File: config.mk
export PLATFORM = sky130hd
export DESIGN_NAME = multdiv32
export DESIGN_NICKNAME = d
export VERILOG_FILES = /design/src/rtl/multdiv32_pkg.sv /design/src/rtl/multdiv32.sv
export SDC_FILE = /design/constraint.sdc
export NUM_CORES = 1
export LEC_CHECK = 0
export CORE_MARGIN = 10
export CORE_UTILIZATION = 29
export DETAILED_ROUTE_END_ITERATION = 8
export HOLD_SLACK_MARGIN = 0.06
export PLACE_DENSITY = 0.58
export SLEW_MARGIN = 15
export SYNTH_ARGS = -nofsm -noshare
export SYNTH_HDL_FRONTEND = slang
export SYNTH_SLANG_ARGS = --single-unit
File: constraint.sdc
create_clock -name clock -period 6.8 [get_ports clock]
set_clock_uncertainty 0.2 [all_clocks]
set_input_delay 0.68 -clock clock [delete_from_list [all_inputs] [get_ports clock]]
set_output_delay 0.68 -clock clock [all_outputs]
set_load 0.02 [all_outputs]
File: src/rtl/multdiv32_pkg.sv
// Shared CPU definitions: function codes for HI/LO instructions and the multdiv FSM encoding.
// Pure declarations, no logic.
// Used by the decoder and by multdiv32.
package multdiv32_pkg;

    // R-type function codes (instruction[5:0]) that touch HI/LO
    localparam logic [5:0] FUNC_MULT  = 6'b011000;
    localparam logic [5:0] FUNC_MULTU = 6'b011001;
    localparam logic [5:0] FUNC_DIV   = 6'b011010;
    localparam logic [5:0] FUNC_DIVU  = 6'b011011;
    localparam logic [5:0] FUNC_MTHI  = 6'b010001;
    localparam logic [5:0] FUNC_MTLO  = 6'b010011;

    // Iteration count of the shift-add / subtract-shift loop
    localparam int unsigned MD_STEPS = 32;

    typedef enum logic [1:0] {
        MD_IDLE = 2'd0,
        MD_RUN  = 2'd1,
        MD_DONE = 2'd2
    } md_state_t;

    // True for the opcodes that start the iterative engine
    function automatic logic is_iter_op(input logic [5:0] func);
        return (func == FUNC_MULT) || (func == FUNC_MULTU) ||
               (func == FUNC_DIV)  || (func == FUNC_DIVU);
    endfunction

endpackage

File: src/rtl/multdiv32.sv
// Iterative 32x32 multiply / divide unit with HI/LO registers and mthi/mtlo writes.
// Latency: start-to-done 33 cycles (32 RUN steps + DONE); mthi/mtlo write on the accepting edge.
// Backpressure: none; start is ignored while busy or for unrelated opcodes.
module multdiv32
    import multdiv32_pkg::*;
(
    input  logic        clock,
    input  logic        reset,
    input  logic        start,
    input  logic [5:0]  Function_opcode,
    input  logic [31:0] Read_data_1,
    input  logic [31:0] Read_data_2,
    output logic        busy,
    output logic        done,
    output logic [31:0] HI,
    output logic [31:0] LO
);

    md_state_t   state;
    md_state_t   state_nxt;
    logic [4:0]  cnt;

    // Working pair: multiply = {partial product, multiplier}, divide = {remainder, dividend/quotient}
    logic [31:0] wk_hi;
    logic [31:0] wk_lo;
    // Multiplicand or divisor magnitude
    logic [31:0] opnd;
    logic        op_div;
    logic        op_signed;
    logic        sign_rs;
    logic        sign_rt;

    logic [31:0] hi_q;
    logic [31:0] lo_q;

    logic        accept;
    logic        last_step;
    logic        is_div_in;
    logic        is_signed_in;
    logic [31:0] mag_rs;
    logic [31:0] mag_rt;

    assign accept       = (state == MD_IDLE) && start && is_iter_op(Function_opcode);
    assign last_step    = (state == MD_RUN) && (cnt == 5'd31);
    assign is_div_in    = (Function_opcode == FUNC_DIV) || (Function_opcode == FUNC_DIVU);
    assign is_signed_in = (Function_opcode == FUNC_MULT) || (Function_opcode == FUNC_DIV);
    assign mag_rs       = (is_signed_in && Read_data_1[31]) ? (32'd0 - Read_data_1) : Read_data_1;
    assign mag_rt       = (is_signed_in && Read_data_2[31]) ? (32'd0 - Read_data_2) : Read_data_2;

    // One iteration step of the multiply or restoring-divide loop
    logic [32:0] mul_sum;
    logic [32:0] div_part;
    logic        div_ge;
    logic [31:0] div_diff;
    logic [31:0] step_hi;
    logic [31:0] step_lo;

    always_comb begin
        mul_sum  = {1'b0, wk_hi} + (wk_lo[0] ? {1'b0, opnd} : 33'd0);
        div_part = {wk_hi, wk_lo[31]};
        div_ge   = (div_part >= {1'b0, opnd});
        // When div_ge holds the difference is below the divisor, so 32 bits suffice
        div_diff = div_part[31:0] - opnd;
        if (op_div) begin
            step_hi = div_ge ? div_diff : div_part[31:0];
            step_lo = {wk_lo[30:0], div_ge};
        end else begin
            step_hi = mul_sum[32:1];
            step_lo = {mul_sum[0], wk_lo[31:1]};
        end
    end

    // Sign correction of the final magnitudes; divisor zero forces an all-ones quotient
    logic        neg_res;
    logic [63:0] prod_mag;
    logic [63:0] prod_fix;
    logic [31:0] res_hi;
    logic [31:0] res_lo;

    always_comb begin
        neg_res  = op_signed && (sign_rs ^ sign_rt);
        prod_mag = {step_hi, step_lo};
        prod_fix = neg_res ? (64'd0 - prod_mag) : prod_mag;
        if (op_div) begin
            res_lo = (opnd == 32'd0) ? 32'hFFFF_FFFF :
                     (neg_res ? (32'd0 - step_lo) : step_lo);
            res_hi = (op_signed && sign_rs) ? (32'd0 - step_hi) : step_hi;
        end else begin
            res_lo = prod_fix[31:0];
            res_hi = prod_fix[63:32];
        end
    end

    // FSM state register
    always_ff @(posedge clock or negedge reset) begin
        if (!reset) state <= MD_IDLE;
        else        state <= state_nxt;
    end

    // FSM next-state logic
    always_comb begin
        state_nxt = state;
        case (state)
            MD_IDLE: if (accept) state_nxt = MD_RUN;
            MD_RUN:  if (cnt == 5'd31) state_nxt = MD_DONE;
            MD_DONE: state_nxt = MD_IDLE;
            default: state_nxt = MD_IDLE;
        endcase
    end

    // FSM outputs
    always_comb begin
        busy = (state == MD_RUN) || (state == MD_DONE);
        done = (state == MD_DONE);
    end

    // Operand latch, step counter and working registers
    always_ff @(posedge clock or negedge reset) begin
        if (!reset) begin
            cnt       <= 5'd0;
            wk_hi     <= 32'd0;
            wk_lo     <= 32'd0;
            opnd      <= 32'd0;
            op_div    <= 1'b0;
            op_signed <= 1'b0;
            sign_rs   <= 1'b0;
            sign_rt   <= 1'b0;
        end else if (accept) begin
            cnt       <= 5'd0;
            wk_hi     <= 32'd0;
            wk_lo     <= is_div_in ? mag_rs : mag_rt;
            opnd      <= is_div_in ? mag_rt : mag_rs;
            op_div    <= is_div_in;
            op_signed <= is_signed_in;
            sign_rs   <= Read_data_1[31];
            sign_rt   <= Read_data_2[31];
        end else if (state == MD_RUN) begin
            cnt       <= cnt + 5'd1;
            wk_hi     <= step_hi;
            wk_lo     <= step_lo;
        end
    end

    // HI/LO: written by the final step or by mthi/mtlo from IDLE, otherwise held
    always_ff @(posedge clock or negedge reset) begin
        if (!reset) begin
            hi_q <= 32'd0;
            lo_q <= 32'd0;
        end else if (last_step) begin
            hi_q <= res_hi;
            lo_q <= res_lo;
        end else if ((state == MD_IDLE) && start) begin
            if (Function_opcode == FUNC_MTHI) hi_q <= Read_data_1;
            if (Function_opcode == FUNC_MTLO) lo_q <= Read_data_1;
        end
    end

    assign HI = hi_q;
    assign LO = lo_q;

endmodule

# After elaboration in Yosys (flattened, before gate mapping)
# Cells that the tools add are included.
op_classes:
  addsub: 8
  order_cmp: 1
  n_eq_ne: 11
  muxes: 29
  bitwise_logic: 1
  n_reduce_logical: 22
ops:
  columns: ["cell", "n"]
  rows:
  - ["2-to-1 mux 32 bit", 23]
  - ["subtractor 1 x 32 -> 32 bit, first input constant", 4]
  - ["2-to-1 mux 64 bit", 1]
  - ["subtractor 1 x 64 -> 64 bit, first input constant", 1]
  - ["equality test 6 x 5 -> 1 bit, second input constant", 6]
  - ["adder 32 x 32 -> 33 bit", 1]
  - [">= comparator 33 x 32 -> 1 bit", 1]
  - ["zero test 32 bit", 1]
  - ["subtractor 32 bit", 1]
  - ["2-to-1 mux 5 bit", 2]
  - ["nonzero test 2 bit", 4]
  - ["logical AND 1 bit", 7]
  - ["logical OR 1 bit", 6]
  - ["AND reduction 2 bit", 3]
  - ["adder 5 x 1 -> 5 bit, second input constant", 1]
  - ["equality test 5 bit, second input constant", 1]
  - ["2-to-1 mux 2 bit", 2]
  - ["one-hot mux 2 bit (2 select lines)", 1]
  - ["equality test 2 x 1 -> 1 bit, second input constant", 1]
  - ["equality test 2 bit, second input constant", 1]
  - ["zero test 2 bit", 1]
  - ["inequality test 2 x 1 -> 1 bit, second input constant", 1]
  - ["inequality test 2 bit, second input constant", 1]
  - ["XOR 1 bit", 1]
word_totals:
  ff_bits: 171
  word_cells: 83

# Logic depth before layout (Yosys ltp)
depth:
  depth_word: 8
  ltp_mapped: 21
  depth_no_buf: 19

# Worst setup path after synthesis
# OpenSTA, ideal clock, no wires.
synth_path:
  path_type: "register to register"
  start: "register op_div"
  end: "register hi_q[22] (netlist: HI[22])"
  setup_time_ns: 0.124
  arrival_time_ns: 5.120
  t_required_ns: 6.476
  slack_ns: 1.356
  path_stages_with_launch: 22
  synth_period_minus_slack_ns: 5.444
  cell_sequence: "dfrtp_1 > clkbuf_1 > buf_2 > buf_2 > clkbuf_1 > buf_2 > buf_1 > clkbuf_1 > clkbuf_1 > clkbuf_1 > o21bai_1 > ha_1 > o21ai_0 > nand3b_1 > or3_1 > nor3_1 > or4b_1 > a21oi_1 > a41oi_1 > a211oi_1 > nor3_1 > o31a_1"
synth_between:
  elab_chain_len: 5
  elab_cells_between_ends: 8
  cone_classes: "add/sub: 2; mux: 6"
synth_rtl:
  columns: ["element", "line_no", "source"]
  rows:
  - ["start: declaration", "multdiv32.sv:28", "logic op_div;"]
  - ["start signal: assignment", "multdiv32.sv:133", "op_div <= is_div_in;"]
  - ["2-to-1 mux 32 bit", "multdiv32.sv:64", "if (op_div) begin"]
  - ["subtractor 1 x 64 -> 64 bit or subtractor 1 x 32 -> 32 bit (tied branches)", "multdiv32.sv:83, multdiv32.sv:87", null]
  - ["2-to-1 mux 64 bit or 2-to-1 mux 32 bit (tied branches)", "multdiv32.sv:83, multdiv32.sv:87", null]
  - ["2-to-1 mux 32 bit *", "multdiv32.sv:84", "if (op_div) begin"]
  - ["2-to-1 mux 32 bit *", "multdiv32.sv:149", "end else if (last_step) begin"]
  - ["end signal: assignment", "multdiv32.sv:150", "hi_q <= res_hi;"]
  - ["end signal: assignment", "multdiv32.sv:153", "if (Function_opcode == FUNC_MTHI) hi_q <= Read_data_1;"]
  - ["end: declaration", "multdiv32.sv:33", "logic [31:0] hi_q;"]
# Every way passes the cells marked *; elsewhere a longest branch is shown, timed or not.
# A chain may end at the register's enable or synchronous reset.

# Final worst setup path
layout_path:
  start: "register wk_hi[2]"
  end: "register hi_q[22] (netlist: HI[22])"
layout_between:
  elab_chain_len: 7
  elab_cells_between_ends: 12
  cone_classes: "add/sub: 4; order compare: 1; mux: 7"
layout_rtl:
  columns: ["element", "line_no", "source"]
  rows:
  - ["start: declaration", "multdiv32.sv:24", "logic [31:0] wk_hi;"]
  - ["start signal: assignment", "multdiv32.sv:139", "wk_hi <= step_hi;"]
  - ["subtractor 32 bit or >= comparator 33 x 32 -> 1 bit (tied branches)", "multdiv32.sv:63, multdiv32.sv:61", null]
  - ["2-to-1 mux 32 bit", "multdiv32.sv:65", "step_hi = div_ge ? div_diff : div_part[31:0];"]
  - ["2-to-1 mux 32 bit", "multdiv32.sv:64", null]
  - ["subtractor 1 x 64 -> 64 bit or subtractor 1 x 32 -> 32 bit (tied branches)", "multdiv32.sv:83, multdiv32.sv:87", null]
  - ["2-to-1 mux 64 bit or 2-to-1 mux 32 bit (tied branches)", "multdiv32.sv:83, multdiv32.sv:87", null]
  - ["2-to-1 mux 32 bit *", "multdiv32.sv:84", null]
  - ["2-to-1 mux 32 bit *", "multdiv32.sv:149", null]
# Marks and branches as above.

==> flow_summary.toml <==
[outcome]
outcome = "completed"

[cells_and_area]
seqCellArea_mm2 = 0.00428
final_util_pct = 34.3
area_growth_pct = 17.4
nFillCells = 6043
antenna-diode-count = 0
multi_input_area_mm2 = 0.0114
finish.instance_area_mm2 = 0.0193
nets = 2334
drive_gt1_share_pct = 6.64

[synth]
synthFlopType = "dfrtp_1"
synth.most_common_cell = "nand2_1"
synth_top_area_share_pct = 26.0
ys_seq_elements = 171
synth_area_leaders = "dfrtp_1, ha_1, a21oi_1"
syn-cell-area_mm2 = 0.0164
synth_cells = 2103
yosysSeqAreaShare_pct = 26.0
yosys_warnings = 0
syn_area_per_cell_um2 = 7.82
synth_edf_count = 0
ys_types = 101
synth-async-reset-ratio_pct = 100
yosys-top-cells-count = "nand2_1, nor2_1, a21oi_1, dfrtp_1, o21ai_0"
synth_area_leader_cell = "dfrtp_1"
syn-num-nets = 2251

[setup_path]
cp_max_fo = 6
worst-setup-path-type = "reg2reg"
crit_family = "compound AO/OA/AOI/OAI gates"
slowest_delay_ns = 0.44
cp-end-kind = "register"
startpoint_type = "register"
r2r_slack_ns = 0.53
worst-endpoint-required_ns = 6.96
crit_buf_inv = 2
worstPathArrival_ns = 6.42
critical-path-slowest-cell = "or3_4"
worstPathCellList = "ha_1 -> a21o_1 -> a21oi_1 -> a21boi_2 -> or3_4 -> a211oi_1 -> buf_4 -> o21bai_1 -> ha_1 -> o21ai_0 -> nand3b_1 -> or3_1 -> nor3_1 -> buf_4 -> or4b_1 -> a21oi_1 -> a41oi_1 -> a211oi_1 -> nor3_1 -> o31a_1"

[placed_design]
dp_hpwl_um = 60700
place_area_mm2 = 0.0187
place.gp.congestion = 0.995
io_buffers = 138
place_ws_ns = 0.679

[clocking]
post_cts_resized = 0
cts_made_buffers = 17
clk_path_buf_depth = 2
clk_latency_ns = 0.47
clk_pin_slew_ns = 0.08
hold_buffers = 1
cts_root_buffer = "clkbuf_16"
htree_levels = 4
cts_sinks = 171
cts_setup_buffers = 0
tritoncts = "built"

[sta]
fin_tns_setup_ns = 0
fin_ws_ns = 0.534
period_share_pct = 92.1
hold_viol_final = 0
drv_slew = 0
worstMarginPinSlew_ns = 1.16
max-slew-margin-rel_pct = 22.3
fmax_ghz = 0.160
setup_viol = 0
min_period_ns = 6.27
rsz0062_at_grt = "false"

[grt]
overflow = 0
antenna_found_initial = 1
gr-usage-all-layers_pct = 22.1
grt_pass1_wl_um = 112000
grt_pass1_vias = 16700
grt_max_degree = 67

[routing]
viasPerCell = 5.81
wl_met1_um = 31800
num_vias = 17200
drt-total-wl_um = 76000
drc = 0
dr.first_iter.drc_count = 1814
antenna_left = 0
top_layer = "met4"
avgRoutedWirePerCell_um = 25.7
wl_met3_um = 4500
met2_wirelength_um = 36000
dr.pass1.iters = 8

[pwr]
finalPower_mw = 11.7
ir_worst_vdd_v = 0.000322
powerDensity_mw_per_mm2 = 605
power_leakage_nw = 7.63

[floorplan]
initial_utilization_pct = 29.2
ios = 139
core-area_mm2 = 0.0563
die_width_um = 258
rows = 87
die_y_um = 258
die-area_mm2 = 0.0666

[hold_path]
hp-class = "reg2reg"

[job]
max-cap-violations = 0
-- kinds of logic after synthesis --
kind of cell,share of synthesized area [%]
adder cells (fa/ha/maj),5.80
AO/OA/AOI/OAI,27.2
AND/OR/NAND/NOR,21.9
buffers and inverters,4.61
multiplexers,5.91
flip-flops,26.0
XOR/XNOR,8.52
-- power breakdown --
part           switching [mW]  internal [mW]
Combinational            5.60           3.13
Clock                   0.483          0.629
Sequential              0.459           1.38
-- metrics by stage --
stage / hold WS [ns] / cells
4_1_cts: 0.341 / 2955
5_1_grt: 0.355 / 2955
2_1_floorplan: 0.184 / 2103
3_5_place_dp: 0.325 / 2922
6_report: 0.331 / 2955
3_3_place_gp: 0.311 / 2922
-- worst paths after layout --
kind / startpoint / end / cells after the start
hold / removal: cnt[4]$_DFFE_PN0P_ / cnt[4]$_DFFE_PN0P_ / 2
max in group asynchronous: reset / opnd[16]$_DFFE_PN0P_ / 3
setup / recovery: wk_hi[2]$_DFFE_PN0P_ / HI[22]$_DFFE_PN0P_ / 20
min in group asynchronous: reset / LO[4]$_DFFE_PN0P_ / 2
hold reg to reg: cnt[4]$_DFFE_PN0P_ / cnt[4]$_DFFE_PN0P_ / 2
setup reg to reg: wk_hi[2]$_DFFE_PN0P_ / HI[22]$_DFFE_PN0P_ / 20
-- metal layers --
metal / global-route usage, % / up-vias
li1: - / 7903
met1: 28.2 / 8488
met2: 36.3 / 660
met3: 3.12 / 125
met4: 10.4 / 0
met5: 0 / -
-- tightest hold or removal path, cell delays in order (launching register included) --
cell	delay, ns
dfrtp_1	0.35
mux2i_1	0.07
nor2_1	0.08
-- flip-flops by register name (all words and copies together) (netlist names) --
signal	flops
HI	32
LO	32
opnd	32
wk_hi	32
wk_lo	32
cnt	5
state	2
op_div	1
op_signed	1
sign_rs	1
sign_rt	1
-- layout by cell type, fill, tap and decap left out, drive strengths merged, types with 9 or more instances in the layout --
| cell type | count |
|---|---|
| o221ai | 12 |
| and3 | 17 |
| o31ai | 21 |
| or3 | 21 |
| buf | 49 |
| a22oi | 19 |
| nor3 | 55 |
| o22ai | 20 |
| clkdlybuf4s50 | 137 |
| nand2 | 232 |
| a32oi | 18 |
| nor4 | 29 |
| ha | 73 |
| clkbuf | 19 |
| dfrtp | 171 |
| a31oi | 31 |
| nor2b | 21 |
| nand4 | 23 |
| o21ai | 119 |
| o32a | 14 |
| a21o | 31 |
| o22a | 11 |
| and2 | 52 |
| o211a | 10 |
| mux2i | 78 |
| o21a | 16 |
| a21oi | 177 |
| mux2 | 17 |
| inv | 69 |
| o211ai | 30 |
| nand3 | 25 |
| nor2 | 219 |
| xor2 | 73 |
| xnor2 | 87 |
| a211oi | 48 |
| or2 | 9 |
-- cell type report --
type	instances	area share, %
clock buffer	19	2.29
tap	756	4.90
multi-input combinational	1742	59.2
clock inverter	13	0.985
inverter	67	1.30
timing repair buffer	187	9.08
sequential	171	22.2
Power figures use the tool's default switching activity.
